### src/rtl/alu_pkg.sv
// Shared types for the pipelined add/sub unit.
// Operand-stage P/G bundle and result flags.
package alu_pkg;

   localparam int ADD_W = 16;

   typedef struct packed {
      logic [ADD_W-1:0] p;
      logic [ADD_W-1:0] g;
      logic             cin;
   } pg_word_t;

   typedef struct packed {
      logic cout;
      logic ovf;
      logic zero;
      logic neg;
   } alu_flags_t;

endpackage

### src/rtl/carry_tree_bk_16b.sv
// 16-bit Brent-Kung parallel-prefix carry tree.
// carry_o[i] is the carry out of bit i given per-bit P/G.
module carry_tree_bk_16b (
   input  logic [15:0] prop_i,
   input  logic [15:0] gen_i,
   output logic [15:0] carry_o
);

   logic [15:0] gg;
   logic [15:0] pp;

   always_comb begin
      gg = gen_i;
      pp = prop_i;
      // up-sweep builds power-of-two spans, down-sweep fills the gaps
      for (int d = 0; d < 4; d++) begin
         for (int i = (2 << d) - 1; i < 16; i += (2 << d)) begin
            gg[i] = gg[i] | (pp[i] & gg[i - (1 << d)]);
            pp[i] = pp[i] & pp[i - (1 << d)];
         end
      end
      for (int d = 2; d >= 0; d--) begin
         for (int i = (3 << d) - 1; i < 16; i += (2 << d)) begin
            gg[i] = gg[i] | (pp[i] & gg[i - (1 << d)]);
            pp[i] = pp[i] & pp[i - (1 << d)];
         end
      end
   end

   assign carry_o = gg;

endmodule

### src/rtl/pg_gen_16b.sv
// Operand conditioning for add/sub and per-bit P/G generation.
// Subtract is A + ~B + 1, so cin is forced high.
module pg_gen_16b
   import alu_pkg::*;
(
   input  logic [ADD_W-1:0] a_i,
   input  logic [ADD_W-1:0] b_i,
   input  logic             cin_i,
   input  logic             sub_i,
   output pg_word_t         pg_o
);

   logic [ADD_W-1:0] bb;

   assign bb        = sub_i ? ~b_i : b_i;
   assign pg_o.p    = a_i ^ bb;
   assign pg_o.g    = a_i & bb;
   assign pg_o.cin  = sub_i | cin_i;

endmodule

### src/rtl/bk_adder_pipe_16b.sv
// Two-stage pipelined 16-bit add/sub with valid/ready on both sides.
// Stage 1 registers P/G, stage 2 resolves carries and registers results.
module bk_adder_pipe_16b
   import alu_pkg::*;
#(
   parameter int TAG_W = 4
) (
   input  logic             clk_i,
   input  logic             rst_ni,
   input  logic             in_valid_i,
   output logic             in_ready_o,
   input  logic [ADD_W-1:0] a_i,
   input  logic [ADD_W-1:0] b_i,
   input  logic             cin_i,
   input  logic             sub_i,
   input  logic [TAG_W-1:0] tag_i,
   output logic             out_valid_o,
   input  logic             out_ready_i,
   output logic [ADD_W-1:0] sum_o,
   output logic             cout_o,
   output logic             ovf_o,
   output logic             zero_o,
   output logic             neg_o,
   output logic [TAG_W-1:0] tag_o
);

   logic             s1_valid;
   pg_word_t         s1_pg;
   logic [TAG_W-1:0] s1_tag;
   pg_word_t         pg_d;
   logic             s2_load;
   logic             in_fire;
   logic [ADD_W-1:0] g_in;
   logic [ADD_W-1:0] carry;
   logic [ADD_W-1:0] s2_sum;
   alu_flags_t       s2_flags;

   assign s2_load    = s1_valid && (!out_valid_o || out_ready_i);
   assign in_ready_o = !s1_valid || s2_load;
   assign in_fire    = in_valid_i && in_ready_o;

   pg_gen_16b u_pg_gen (
      .a_i   (a_i),
      .b_i   (b_i),
      .cin_i (cin_i),
      .sub_i (sub_i),
      .pg_o  (pg_d)
   );

   always_ff @(posedge clk_i or negedge rst_ni) begin
      if (!rst_ni) begin
         s1_valid <= 1'b0;
         s1_pg    <= '0;
         s1_tag   <= '0;
      end else if (in_fire) begin
         s1_valid <= 1'b1;
         s1_pg    <= pg_d;
         s1_tag   <= tag_i;
      end else if (s2_load) begin
         s1_valid <= 1'b0;
      end
   end

   // fold carry-in into bit 0 generate so the tree needs no cin port
   always_comb begin
      g_in    = s1_pg.g;
      g_in[0] = s1_pg.g[0] | (s1_pg.p[0] & s1_pg.cin);
   end

   carry_tree_bk_16b u_carry_tree (
      .prop_i  (s1_pg.p),
      .gen_i   (g_in),
      .carry_o (carry)
   );

   assign s2_sum        = s1_pg.p ^ {carry[ADD_W-2:0], s1_pg.cin};
   assign s2_flags.cout = carry[ADD_W-1];
   assign s2_flags.ovf  = carry[ADD_W-1] ^ carry[ADD_W-2];
   assign s2_flags.zero = (s2_sum == '0);
   assign s2_flags.neg  = s2_sum[ADD_W-1];

   always_ff @(posedge clk_i or negedge rst_ni) begin
      if (!rst_ni) begin
         out_valid_o <= 1'b0;
         sum_o       <= '0;
         cout_o      <= 1'b0;
         ovf_o       <= 1'b0;
         zero_o      <= 1'b0;
         neg_o       <= 1'b0;
         tag_o       <= '0;
      end else if (s2_load) begin
         out_valid_o <= 1'b1;
         sum_o       <= s2_sum;
         cout_o      <= s2_flags.cout;
         ovf_o       <= s2_flags.ovf;
         zero_o      <= s2_flags.zero;
         neg_o       <= s2_flags.neg;
         tag_o       <= s1_tag;
      end else if (out_ready_i) begin
         out_valid_o <= 1'b0;
      end
   end

endmodule
### config.mk
export PLATFORM = sky130hd
export DESIGN_NAME = bk_adder_pipe_16b
export DESIGN_NICKNAME = d
export VERILOG_FILES = /design/src/rtl/alu_pkg.sv /design/src/rtl/carry_tree_bk_16b.sv /design/src/rtl/pg_gen_16b.sv /design/src/rtl/bk_adder_pipe_16b.sv
export SDC_FILE = /design/constraint.sdc
export NUM_CORES = 1
export LEC_CHECK = 0
export BUFFER_PORTS_ARGS = -buffer_cell sky130_fd_sc_hd__clkbuf_2
export CORE_MARGIN = 1.5
export CORE_UTILIZATION = 43
export DETAILED_ROUTE_END_ITERATION = 6
export GPL_ROUTABILITY_DRIVEN = 0
export PLACE_DENSITY = 0.64
export SLEW_MARGIN = 20
export SYNTH_ARGS = -nofsm -noshare
export SYNTH_HDL_FRONTEND = slang
export SYNTH_SLANG_ARGS = --single-unit
### constraint.sdc
create_clock -name clk_i -period 8.3 [get_ports clk_i]
set_clock_uncertainty 0.1 [all_clocks]
set_input_delay 1.245 -clock clk_i [delete_from_list [all_inputs] [get_ports clk_i]]
set_output_delay 1.245 -clock clk_i [all_outputs]
set_load 0.03 [all_outputs]
==> flow_summary_export.csv <==
group,metric,value,unit
power_and_ir_drop,p_leak,1.84,nW
synthesis,syn_avg_cell_area,12.6,um^2
status,status,"completed",
detailed_routing,vias,2062,
detailed_routing,postRouteWirelength,5740,um
clocking,cts_resized,0,
power_and_ir_drop,powerDensity,287,mW/mm^2
synthesis,yosysWarnings,0,
finish,multiInputGateArea,0.00149,mm^2
finish,seqCellArea,0.00155,mm^2
timing,fmax,298,MHz
die,die_width,87.9,um
timing,setup_viol,0,
finish,finalNetCount,383,
die,die_area,0.00773,mm^2
synthesis,seq_area_frac_synth,50.1,%
timing,slew_headroom,48.7,%
min_path,hold_class,"flip-flop to flip-flop",
place,io_buffers,67,
critical_path,required,8480,ps
clocking,ctsHoldBuffers,0,
die,row_count,30,
grt,track_usage,17.0,%
critical_path,crit_fanout,2,
grt,grt_max_degree,63,
power_and_ir_drop,irDropWorstVdd,0.128,mV
detailed_routing,drt_iter0_drc,37,
synthesis,syn_inst,245,
detailed_routing,wl_per_cell,13.8,um
clocking,clk_pin_slew_worst_paths,70,ps
critical_path,path_class,"flip-flop to flip-flop",
grt,grt_remaining_overflow,0,
place,place_hpwl,4170,um
finish,final_core_util,54.2,%
synthesis,synth_area,0.00310,mm^2
synthesis,synth_seq_cells,62,
detailed_routing,vias_per_cell,4.94,
critical_path,cp.arrival,3530,ps
finish,drive_gt1_share,30.5,%
timing,worst_pin_slew,769,ps
finish,area.growth.synth_to_final,20.1,%
detailed_routing,first_pass_iters,4,
job,drv_cap,0,
timing,hold_viol_final,0,
clocking,cts.sinks,62,
clocking,cts_buffers,9,
timing,finalCriticalPeriod,3350,ps
clocking,cts_tree,"built",
finish,fill_cells,623,
clocking,cts_max_level,3,
detailed_routing,drc,0,
synthesis,syn-num-nets,312,
finish,final_common_cell,"clkbuf_2",
critical_path,endpoint_kind,"flip-flop",
die,die_y,87.9,um
finish,final_cell_mix,"clkbuf_2, dfrtp_1, mux2_1, ha_1, xor2_1",
clocking,clkLatencyLatePin,340,ps
detailed_routing,drtAntennaViolNets,0,
clocking,post_cts_buffers,0,
die,start_util,45.1,%
die,io-pin-count,68,
timing,fin_setup_tns,0,ps
clocking,cts_buffer_depth,2,
grt,grt_pass1_vias,2023,
timing,grt_setup_unrepaired,"false",
timing,maxSlewViolCount,0,
grt,grt_pass1_wl,9800,um
die,core,0.00687,mm^2
clocking,clock_tree.root_cell,"clkbuf_8",
critical_path,crit_path_start_kind,"flip-flop",
synthesis,synth_cell_types,35,
timing,final.period_utilization,40.4,%
finish,antenna_cells,0,
grt,grt_antenna_before_repair,0,
-- worst max-delay path: stages, from the launching register on --
cell and delay, ps:
dfrtp_1 380, ha_1 180, or2_2 270, ha_1 190, o211ai_1 240, nand2_1 120, a31o_1 260, a21o_1 180
a21o_1 170, ha_1 280, or4_1 530, nor4_1 280, a21o_1 110
-- sequential cells by signal, indices dropped and copies added (netlist names) --
register,count
zero_o,1
ovf_o,1
s1_valid,1
cout_o,1
tag_o,4
s1_tag,4
out_valid_o,1
g_in,15
sum_o,16
s1_pg,18
-- kinds of logic after synthesis --
kind of cell,after synthesis,synth area share [%]
flops,62,50.1
simple gates,49,7.99
compound gates,25,5.29
mux,50,18.1
buf+inv,11,1.94
xor+xnor,23,6.50
fa+ha+maj,25,10.1
-- through the flow --
| step | cells | hold WS (ps) | setup WS (ps) | power [mW] | cell area (um^2) |
|---|---|---|---|---|---|
| after global routing | 417 | 411 | 4710 | 1.14 | 3720 |
| after floorplan | 245 | 354 | 5160 | 0.695 | 3100 |
| after CTS | 417 | 387 | 4920 | 1.08 | 3720 |
| after global placement | 401 | 362 | 5050 | 0.807 | 3520 |
| final | 417 | 383 | 4950 | 1.07 | 3720 |
| after detailed placement | 401 | 372 | 4940 | 0.814 | 3520 |
-- cell usage after synthesis --
cell type | number | area, um^2
nor2b_1 | 1 | 6.26
buf_2 | 6 | 30.0
or2_2 | 2 | 12.5
or4_1 | 1 | 7.51
nor3b_2 | 1 | 12.5
nand4_1 | 1 | 6.26
a21o_1 | 4 | 30.0
o211ai_1 | 1 | 7.51
buf_4 | 3 | 22.5
nand2_1 | 17 | 63.8
xor2_1 | 23 | 201
o21ai_0 | 8 | 40.0
a31o_1 | 1 | 8.76
o21ai_1 | 1 | 5.00
mux2_1 | 46 | 518
clkbuf_1 | 1 | 3.75
a21oi_1 | 6 | 30.0
nand3b_1 | 1 | 7.51
nor3_1 | 1 | 5.00
o21ai_2 | 1 | 8.76
and4_1 | 1 | 8.76
a21oi_2 | 1 | 8.76
nor3_2 | 1 | 10.0
nand3_2 | 1 | 10.0
ha_1 | 25 | 313
mux2i_1 | 1 | 10.0
mux2_2 | 3 | 33.8
nor4_1 | 2 | 12.5
a211oi_2 | 2 | 25.0
inv_1 | 1 | 3.75
nor2_1 | 13 | 48.8
nand2b_2 | 1 | 8.76
dfrtp_1 | 62 | 1550
nand2b_1 | 2 | 12.5
nand3_1 | 3 | 15.0
-- metal layers --
layer | share of wire, % | routed length, um | vias up | global-route usage, %
met5 | 0 | 0 | - | 0
li1 | - | - | 1003 | -
met4 | 1.6 | 93 | 0 | 7.79
met2 | 45 | 2590 | 49 | 25.4
met3 | 4.6 | 265 | 9 | 4.52
met1 | 49 | 2790 | 1001 | 23.1
-- path summary, 6_finish.rpt --
path	start	to	slack (ps)	cells past startpoint
setup / recovery	s1_pg[0]	zero_o	4950	12
hold / removal	s1_tag[3]	tag_o[3]	380	1
setup reg to reg	s1_pg[0]	zero_o	4950	12
hold reg to reg	s1_tag[3]	tag_o[3]	380	1
max in group asynchronous	rst_ni	g_in[11]	6620	2
min in group asynchronous	rst_ni	tag_o[3]	970	2
-- area by class of cell --
| class | instances | share of cell area [%] |
|---|---|---|
| timing repair buffer | 70 | 9.62 |
| multi-input combinational | 172 | 40.0 |
| tap | 96 | 3.23 |
| inverter | 1 | 0.101 |
| clock buffer | 12 | 4.17 |
| sequential | 62 | 41.7 |
| clock inverter | 4 | 1.21 |
-- power breakdown --
group	switching (mW)	internal (mW)	total, mW
Clock	0.112	0.154	0.265
Sequential	0.0620	0.385	0.447
Combinational	0.223	0.134	0.356
Total	0.396	0.672	1.07
Note: power is estimated with default switching activity, not from simulation.
